## src/rtl/lfsr_stream_xor.sv

```systemverilog
// Seeds a downstream LFSR, steps it through a fixed warm-up, then XORs a byte stream with its output.
// Optional running checksum of emitted bytes is enabled by defining LFSR_STREAM_XOR_CKSUM_EN.
module lfsr_stream_xor #(
  parameter int WARMUP = 8,
  parameter int LEN_W  = 8
) (
  input  logic             clk,
  input  logic             rst,
  input  logic             start,
  input  logic [31:0]      seed,
  input  logic [LEN_W-1:0] msg_len,
  input  logic             in_valid,
  input  logic [7:0]       in_byte,
  output logic             in_ready,
  output logic             out_valid,
  output logic [7:0]       out_byte,
  input  logic             out_ready,
  input  logic [7:0]       psr_byte,
  output logic             ld_lfsr,
  output logic [31:0]      ld_val,
  output logic             step_lfsr,
  output logic             busy,
  output logic             done,
  output logic [7:0]       cksum
);
  typedef enum logic [2:0] {S_IDLE, S_LOAD, S_WARM, S_RUN, S_DONE} state_t;

  localparam logic [7:0] WARM_INIT = 8'(WARMUP);

  state_t           r_state;
  state_t           w_state_next;
  logic [31:0]      r_seed;
  logic [LEN_W-1:0] r_remaining;
  logic [7:0]       r_warm_cnt;
  logic             r_out_valid;
  logic [7:0]       r_out_byte;
  logic             w_start_acc;
  logic             w_accept;
  logic             w_drain;
  logic             w_in_ready;

  assign w_start_acc = (r_state == S_IDLE) && start;
  assign w_drain     = r_out_valid && out_ready;
  assign w_in_ready  = (r_state == S_RUN) && (r_remaining != '0) && (!r_out_valid || out_ready);
  assign w_accept    = in_valid && w_in_ready;

  assign in_ready  = w_in_ready;
  assign out_valid = r_out_valid;
  assign out_byte  = r_out_byte;
  assign ld_val    = r_seed;

  always_comb begin
    w_state_next = r_state;
    ld_lfsr      = 1'b0;
    step_lfsr    = 1'b0;
    busy         = 1'b1;
    done         = 1'b0;
    case (r_state)
      S_IDLE: begin
        busy = 1'b0;
        if (start) w_state_next = S_LOAD;
      end
      S_LOAD: begin
        ld_lfsr      = 1'b1;
        w_state_next = (WARM_INIT != 8'd0) ? S_WARM : S_RUN;
      end
      S_WARM: begin
        step_lfsr = 1'b1;
        if (r_warm_cnt <= 8'd1) w_state_next = S_RUN;
      end
      S_RUN: begin
        // The LFSR advances only when a byte is consumed, so keystream stays aligned with data.
        step_lfsr = w_accept;
        if ((r_remaining == '0) && (!r_out_valid || out_ready)) w_state_next = S_DONE;
      end
      S_DONE: begin
        done         = 1'b1;
        w_state_next = S_IDLE;
      end
      default: w_state_next = S_IDLE;
    endcase
  end

  always_ff @(posedge clk) begin
    if (rst) begin
      r_state     <= S_IDLE;
      r_seed      <= 32'h0;
      r_remaining <= '0;
      r_warm_cnt  <= 8'h0;
      r_out_valid <= 1'b0;
      r_out_byte  <= 8'h0;
    end else begin
      r_state <= w_state_next;
      if (w_start_acc) begin
        r_seed      <= seed;
        r_remaining <= msg_len;
        r_warm_cnt  <= WARM_INIT;
      end
      if (r_state == S_WARM) r_warm_cnt <= r_warm_cnt - 8'd1;
      if (w_accept) begin
        r_out_byte  <= in_byte ^ psr_byte;
        r_out_valid <= 1'b1;
        r_remaining <= r_remaining - 1'b1;
      end else if (w_drain) begin
        r_out_valid <= 1'b0;
      end
    end
  end

`ifdef LFSR_STREAM_XOR_CKSUM_EN
  logic [7:0] r_cksum;

  always_ff @(posedge clk) begin
    if (rst || w_start_acc) begin
      r_cksum <= 8'h0;
    end else if (w_drain) begin
      r_cksum <= r_cksum ^ r_out_byte;
    end
  end

  assign cksum = r_cksum;
`else
  assign cksum = 8'h00;
`endif

endmodule

```

## config.mk

```make
export PLATFORM = sky130hd
export DESIGN_NAME = lfsr_stream_xor
export DESIGN_NICKNAME = d
export VERILOG_FILES = /design/src/rtl/lfsr_stream_xor.sv
export SDC_FILE = /design/constraint.sdc
export NUM_CORES = 1
export LEC_CHECK = 0
export BUFFER_PORTS_ARGS = -buffer_cell sky130_fd_sc_hd__buf_2
export CAP_MARGIN = 20
export CORE_MARGIN = 1
export CORE_UTILIZATION = 35
export DETAILED_ROUTE_END_ITERATION = 10
export GPL_ROUTABILITY_DRIVEN = 0
export PLACE_DENSITY_LB_ADDON = 0.3
export SKIP_LAST_GASP = 1
export SYNTH_ARGS = -nofsm -noshare
export SYNTH_HDL_FRONTEND = slang
export SYNTH_SLANG_ARGS = --single-unit
```

## constraint.sdc

```tcl
create_clock -name clk -period 2.05 [get_ports clk]
set_input_delay 0.205 -clock clk [delete_from_list [all_inputs] [get_ports clk]]
set_output_delay 0.205 -clock clk [all_outputs]
set_load 0.02 [all_outputs]
```

==> metrics, run 1 <==
cts bufs inserted 9; Syn. warnings 0; root buffer cell clkbuf_8; die width between 90 and 100 um; # diodes 0; Most used DFF post-synth dfxtp_1; Initial Utilization 0.3699; post-detailed-route DRC marker count 0; register area share after synthesis 0.4384; Pre-antenna DRT Iters 4; Period minus WS final about 2000 ps; Setup WS post-layout 66.89 ps; CTS Hold Bufs 0; pre-CTS setup slack 162.5 ps; vias in the first global route 2586; Total GRT Usage 0.1775; via count 2746; CTS clk-pin slew, worst paths 70 ps; CP Class reg2out; share of synthesized registers carrying an async set or reset 0; P_leak roughly 1.6 nW; core area about 0.0074 sq mm; Mapped Avg Cell Area 8.253 sq um; status finished, final reports clean; Yosys reg bits 60; Port Buf Inserts 106; share of cells above drive strength 1 0.3755; Critical Path RT 1850 ps; Layout Cells excl Fill 557; Site Rows 31; largest net degree at the start of global routing 36; initial antenna violation count 0; clock buffer depth 2; Final nets 518; CP startpoint kind flop; Cells after Synth ~330; most common cell in the netlist nand2_1; share of the synthesized area in the top cell type 0.4384; Final Hold Viols 0; fmax approximately 500 MHz; wire per inst ~13 um; Chip Height about 90 um; DRT iter0 DRCs 132; first-pass GRT wire length around 12 mm; setup TNS 0 ps; worst hold path class in2reg; Post-Syn Area about 0.0027 sq mm; Placed Area roughly 0.0034 sq mm; crit path max fanout 7; crit path capture type output pin; CTS tree done; Post-Route WL 7.075 mm; count of cell types in the netlist 44; # H-tree levels 3; pwr/cell area 818.1 mW/mm^2; area leader, netlist dfxtp_1; total grt overflow 0; worst-case vdd ir drop 0.0004355 V; count of final setup violators 0; crit path DAT about 1800 ps; # IOs 115; Clock Skew 8.112 ps; DP Cell Count 527; DP Wirelength 4.880 mm; post-route ant nets 0; number of synthesized flops with an enable pin 0; max_cap viols 0; fin crit share 0.9674; die outline area 0.008187 sq mm; RSZ-0062 raised after global routing false; Vias/cell between 4 and 5; commonest cells in the netlist nand2_1 (77), dfxtp_1 (60), a21oi_1 (47); Final Slew Violations 0; Area Growth Syn to Fin 34.84%; synth top area cells dfxtp_1 (44%), nand2_1 (11%), a21oi_1 (8.6%); design area between 0.003 and 0.004 sq mm; Clock Sink Count 60; worst-skew pair later-pin latency 320 ps; Final Util 0.4987
==> timing repair <==
| action | CTS | global route |
|---|---|---|
| setup endpoints to repair | 1 | 3 |
| pin swaps | 1 | 2 |
| setup buffers | 2 | 11 |
| gates resized for setup | 3 | 11 |
| hold endpoints to repair | 0 | 0 |
| gates cloned | 1 | 0 |
==> layout make-up <==
type / instances / area [sq um]
Fill cell: 724 / 3714
Multi-Input combinational cell: 237 / 1393
Sequential cell: 60 / 1206
Timing Repair Buffer: 133 / 752.0
Clock buffer: 12 / 145.1
Tap cell: 99 / 123.9
Inverter: 11 / 46.29
Clock inverter: 4 / 25.02
Timing Repair inverter: 1 / 3.754
==> cell usage in the layout (no fill, tap or decap), types with 3 or more instances in the layout <==
| cell | n |
|---|---|
| nand3_1 | 6 |
| buf_4 | 26 |
| nor3b_1 | 4 |
| buf_2 | 105 |
| inv_1 | 9 |
| a211oi_1 | 4 |
| nand2_1 | 77 |
| dfxtp_2 | 4 |
| a311oi_2 | 8 |
| nand4_1 | 3 |
| a21oi_1 | 47 |
| dfxtp_1 | 56 |
| clkbuf_8 | 10 |
| nor2_1 | 16 |
| nor4_1 | 3 |
| nor3_1 | 6 |
| o211ai_1 | 3 |
| a31oi_1 | 11 |
| xnor2_1 | 9 |
| ha_1 | 3 |
| conb_1 | 8 |
==> power by group <==
group          total (mW)  internal, mW  switching [mW]  leakage (nW)
combinational       0.774         0.317           0.457          1.03
clock               0.914         0.468           0.446        0.0824
sequential           1.34          1.26          0.0712         0.492
==> final timing paths <==
kind                                             startpoint                  endpoint  slack, ps  cells after the start
worst max-delay path            r_remaining[5]$_SDFFE_PP0P_                  in_ready         70                      4
worst min-delay path                               seed[15]   ld_val[15]$_SDFFE_PP0P_        110                      3
worst max register to register  r_remaining[5]$_SDFFE_PP0P_  out_byte[0]$_SDFFE_PP0N_        100                      7
worst min register to register      ld_val[15]$_SDFFE_PP0P_   ld_val[15]$_SDFFE_PP0P_        450                      2
==> metrics by stage <==
| stage | total power, mW | hold slack [ps] |
|---|---|---|
| 3_3_place_gp | 2.083 | 439.4 |
| 3_5_place_dp | 2.098 | 443.7 |
| 6_report | 3.023 | 111.7 |
| 5_1_grt | 3.208 | 90.88 |
| 4_1_cts | 3.025 | 95.90 |
| 2_1_floorplan | 1.853 | 341.0 |
==> layer usage <==
metal,routed length [um],GRT usage,vias to the layer above
li1,-,-,1379
met1,2871,0.2023,1280
met2,3731,0.3201,79
met3,399,0.04798,8
met4,72,0.05376,0
met5,0,0,-
==> registers in the layout (all words and copies together) (netlist names) <==
| signal | flops |
|---|---|
| r_warm_cnt | 8 |
| r_state | 3 |
| out_valid | 1 |
| ld_val | 32 |
| r_remaining | 8 |
| out_byte | 8 |
==> kinds of logic (layout without fill, tap and decap cells) <==
kind of cell	Yosys count	in the layout	share of synthesized area
AO/OA/AOI/OAI	83	83	0.2082
XOR/XNOR	10	10	0.03197
adder cells (fa/ha/maj)	4	4	0.01827
buffers and inverters	42	161	0.07397
flip-flops	60	60	0.4384
multiplexers	1	1	0.004109
other	1	8	0.001369
AND/OR/NAND/NOR	131	131	0.2237
==> critical path: stages (launching register included) <==
cell	delay, ps
dfxtp_1	340
or4_4	580
o211ai_4	260
clkinv_4	120
buf_6	150
Note: power is estimated with default switching activity, not from simulation.
==> run 2, diff against run 1 <==
--- a/config.mk
+++ b/config.mk
@@ -11,6 +11,7 @@
 export CORE_UTILIZATION = 35
 export DETAILED_ROUTE_END_ITERATION = 10
 export GPL_ROUTABILITY_DRIVEN = 0
+export MAX_ROUTING_LAYER = met4
 export PLACE_DENSITY_LB_ADDON = 0.3
 export SKIP_LAST_GASP = 1
 export SYNTH_ARGS = -nofsm -noshare
==> run 2 against run 1 <==
Net effect:
- critical path depth unchanged
- critical endpoint unchanged
- via count about the same
- non-clock buffer count unchanged
- setup slack got worse by 3.7 ps
==> metrics, run 2 (synthesized netlist as in run 1, its figures left out) <==
Layout Cells excl Fill 557; Clock Skew between 8 and 9 ps; Post-Route WL 7.108 mm; cts bufs inserted 9; P_leak between 1.5 and 2 nW; status finished, final reports clean; CTS clk-pin slew, worst paths 70 ps; clock power share 0.302; # diodes 0; Clock Sink Count 60; Final Hold Viols 0; commonest non-fill, non-tap cell in the layout buf_2; RSZ-0062 raised after global routing false; Area Growth Syn to Fin 34.84%; wire per inst around 13 um; design area 0.003695 sq mm; crit path max fanout 7; root buffer cell clkbuf_8; Period minus WS final 1987 ps; share of cells above drive strength 1 0.3755; CP Class reg2out; CTS tree done; post-route ant nets 0; Port Buf Inserts 106; via count approximately 2700; vias in the first global route 2589; Chip Height 90.48 um; count of final setup violators 0; DRT iter0 DRCs 127; max_cap viols 0; fin crit share 0.9692; sequential fraction of design power 0.442; Total GRT Usage 0.1824; pwr/cell area 818.8 mW/mm^2; post-detailed-route DRC marker count 0; fmax 503.3 MHz; first-pass GRT wire length 11.83 mm; Critical Path RT 1850 ps; Site Rows 31; Setup WS post-layout 63.23 ps; Final nets about 520; DP Cell Count about 530; Psw 976.4 uW; initial antenna violation count 0; crit path capture type output pin; CTS Hold Bufs 0; CP startpoint kind flop; Vias/cell roughly 4.9; die width 90.48 um; Int Pwr about 2.0 mW; clock buffer depth 2; commonest cells after routing, fill and taps aside buf_2 (105), nand2_1 (77), dfxtp_1 (56); core area 0.007408 sq mm; number of fillers in the final layout 724; worst-skew pair later-pin latency approximately 320 ps; max FFs per register 32; Switching Share 0.3227; Pre-antenna DRT Iters 4; die outline area 0.008187 sq mm; crit path DAT 1780 ps; worst hold path class in2reg; Final Slew Violations 0; Initial Utilization 0.3699; Placed Area about 0.0034 sq mm; largest net degree at the start of global routing 36; combinational share of power 0.256; pre-CTS setup slack 162.5 ps; DP Wirelength 4.880 mm; # H-tree levels 3; setup TNS 0 ps; # IOs 115; Hold WS around 110 ps; worst-case vdd ir drop about 0.00044 V; total grt overflow 0
run 2: cell counts in the layout (fill, tap and decap cells not counted):
No cell type changed its count.
run 2: repair_timing:
item,4_1_cts,5_1_grt
gates cloned,1,0
buffers inserted,2,11
setup endpoints to repair,1,3
resized for setup,3,11
pin swaps,1,2
run 2: final cells by class:
cell class / instances / area [sq um] / area share
clock buffers: 12 / 145.1 / 0.03928
clock inverters: 4 / 25.02 / 0.006773
inverters: 11 / 46.29 / 0.01253
multi-input cells: 237 / 1393 / 0.3769
flip-flops and latches: 60 / 1206 / 0.3264
well taps: 99 / 123.9 / 0.03353
repair buffers: 133 / 752.0 / 0.2035
repair inverters: 1 / 3.754 / 0.001016
run 2: per-layer routing:
layer / track usage / up-vias / part of all wire
met4: 0.05376 / 0 / 0.010
li1: - / 1379 / -
met5: - / - / 0
met3: 0.04630 / 8 / 0.043
met1: 0.2023 / 1288 / 0.42
met2: 0.3207 / 70 / 0.52
run 2: critical path: stages, from the launching register on:
cell and delay (ps):
dfxtp_1 380, or4_4 550, o211ai_4 260, clkinv_4 120, buf_6 150
run 2: worst paths after layout:
path	start	end	slack [ps]	cells past startpoint
max	r_remaining[4]$_SDFFE_PP0P_	in_ready	60	4
min	seed[15]	ld_val[15]$_SDFFE_PP0P_	110	3
max reg2reg	r_remaining[4]$_SDFFE_PP0P_	out_byte[0]$_SDFFE_PP0N_	90	7
min reg2reg	ld_val[15]$_SDFFE_PP0P_	ld_val[15]$_SDFFE_PP0P_	450	2
run 2: power by group through the flow:
stage,combinational (mW),clock [mW],sequential [mW]
6_report,0.775,0.914,1.34
5_1_grt,0.857,1.00,1.35
4_1_cts,0.752,0.943,1.33
3_5_place_dp,0.743,0,1.35
3_3_place_gp,0.733,0,1.35
2_1_floorplan,0.437,0,1.42
run 2: per-stage QoR:
step / power [mW] / utilization
2_1_floorplan: 1.853 / -
3_5_place_dp: 2.098 / 0.4570
5_1_grt: 3.205 / 0.4987
6_report: 3.025 / 0.4987
3_3_place_gp: 2.083 / 0.4570
4_1_cts: 3.025 / 0.4835
==> run 3, diff against run 2 <==
--- a/config.mk
+++ b/config.mk
@@ -12,7 +12,6 @@
 export DETAILED_ROUTE_END_ITERATION = 10
 export GPL_ROUTABILITY_DRIVEN = 0
 export MAX_ROUTING_LAYER = met4
-export PLACE_DENSITY_LB_ADDON = 0.3
 export SKIP_LAST_GASP = 1
 export SYNTH_ARGS = -nofsm -noshare
 export SYNTH_HDL_FRONTEND = slang
==> run 3 against run 2 <==
Net effect:
- via count decreased by 1.5%
- die area unchanged
- sequential share of layout area increased by 0.11 points
- setup slack got worse by 15 ps
- non-clock buffer count decreased by 5
- critical path depth increased by 2
- utilization decreased by 0.17 points
- largest cell class unchanged
- critical path type unchanged
==> metrics, run 3 (synthesized netlist as in run 1, its figures left out) <==
CTS tree done; total grt overflow 0; DP Cell Count between 500 and 600; fmax ~500 MHz; cells along the critical path inv_1, ha_2, or3b_4, o211ai_4, clkinv_4, buf_6; P_leak about 1.6 nW; crit path DAT 1800 ps; Worst R2R Start r_remaining[1]$_SDFFE_PP0P_; wire per inst around 13 um; Pre-antenna DRT Iters 4; clock buffer depth 2; Clock Sink Count 60; Port Buf Inserts 106; largest net degree at the start of global routing 44; Initial Utilization 0.3699; number of fillers in the final layout 744; die outline area 0.008187 sq mm; pwr/cell area 856.6 mW/mm^2; area of the multi-input gates 0.001393 sq mm; Crit. Startpoint r_remaining[1]$_SDFFE_PP0P_; Vias/cell 4.906; CP Class reg2out; cts bufs inserted 9; Clock Skew 8.556 ps; CP startpoint kind flop; first-pass GRT wire length 12.18 mm; share of cells above drive strength 1 0.3739; Chip Height between 90 and 100 um; Critical Path RT 1850 ps; max FFs per register 32; crit path capture type output pin; CTS clk-pin slew, worst paths about 70 ps; met2 GRT Util 0.3188; post-route ant nets 0; # H-tree levels 3; Worst Tran Pin Value roughly 550 ps; Total GRT Usage 0.1891; # IOs 115; CP bufs+invs 3; met3 Usage GRT 0.05387; initial antenna violation count 0; max incr delay on CP approximately 400 ps; max_cap viols 0; vias in the first global route ~2600; status finished, final reports clean; Final nets about 500; DRT iter0 DRCs 161; Period minus WS final 2002 ps; met1 Resource Use GR 0.2141; count of final setup violators 0; worst-case vdd ir drop 0.0003600 V; commonest non-fill, non-tap cell in the layout buf_2; busiest grt layer met2; fin crit share 0.9766; worst reg-to-reg setup slack about 100 ps; crit path max fanout 6; core area 0.007408 sq mm; Stages on worst setup path 6; post-detailed-route DRC marker count 0; # diodes 0; worst-skew pair later-pin latency roughly 330 ps; Area Growth Syn to Fin 34.38%; commonest cells after routing, fill and taps aside buf_2 (105), nand2_1 (77), dfxtp_1 (56); FF+latch area 0.001206 sq mm; delay-heaviest family, CP simple AND/OR/NAND/NOR gates; via count 2703; Rel. slew slack 0.6304; Site Rows 31; root buffer cell clkbuf_8; total power about 3.2 mW; crit path max-delay cell type or3b_4; Critical Path End in_ready; DP Wirelength 4.950 mm; Post-Route WL 7.319 mm; cell count of the worst reg-to-reg path 9; Worst R2R End out_byte[6]$_SDFFE_PP0N_; Final Hold Viols 0; worst hold path class in2reg; die width 90.48 um; Final Slew Violations 0; Layout Cells excl Fill 551
[run 3: what timing repair did]
action,CTS,global route
setup endpoints to repair,1,11
hold buffers,0,0
cloned,1,0
resized for setup,3,14
pin swaps,1,4
setup buffers,3,7
[run 3: layer usage]
layer / routed length (um) / vias to the layer above / part of all wire
li1: - / 1364 / -
met1: 3099 / 1261 / 0.42
met2: 3784 / 68 / 0.52
met3: 319 / 10 / 0.044
met4: 116 / 0 / 0.016
met5: 0 / - / 0
[run 3: cell type report]
class,instances,share of cell area
Clock buffer,11,0.03840
Clock inverter,4,0.01359
Inverter,11,0.01257
Multi-Input combinational cell,237,0.3782
Sequential cell,60,0.3276
Tap cell,99,0.03364
Timing Repair Buffer,128,0.1950
Timing Repair inverter,1,0.001019
[run 3: tightest hold or removal path: stages]
cell and delay [ps]:
buf_2 90, nand2_1 40, a21oi_1 50
[run 3: through the flow]
step | TNS (ps) | hold slack [ps] | utilization | setup slack (ps) | instance area [sq um]
floorplan | 0 | 341.0 | - | 204.0 | 2766
global placement | 0 | 439.5 | 0.4550 | 222.2 | 3371
detailed placement | 0 | 444.0 | 0.4550 | 157.2 | 3371
CTS | -71.37 | 87.56 | 0.4854 | -71.37 | 3596
global route | -1.643 | 80.73 | 0.4970 | -1.643 | 3682
finish | 0 | 104.0 | 0.4970 | 47.98 | 3682
[run 3: worst min path at each step]
| stage | start | endpoint | slack [ps] | cells past startpoint |
|---|---|---|---|---|
| final | seed[21] | ld_val[21]$_SDFFE_PP0P_ | 100 | 3 |
| after global routing | seed[8] | ld_val[8]$_SDFFE_PP0P_ | 80 | 3 |
| after CTS | seed[8] | ld_val[8]$_SDFFE_PP0P_ | 90 | 3 |
| after detailed placement | ld_val[22]$_SDFFE_PP0P_ | ld_val[22]$_SDFFE_PP0P_ | 440 | 2 |
| after global placement | ld_val[25]$_SDFFE_PP0P_ | ld_val[25]$_SDFFE_PP0P_ | 440 | 2 |
| after floorplan | seed[0] | ld_val[0]$_SDFFE_PP0P_ | 340 | 2 |
[run 3: where the power goes]
part	internal [mW]	switching [mW]	total [mW]	leakage [nW]
sequential	1.26	0.0697	1.33	0.492
combinational	0.308	0.460	0.768	1.01
clock	0.586	0.466	1.05	0.0914
total	2.16	0.996	3.15	1.60
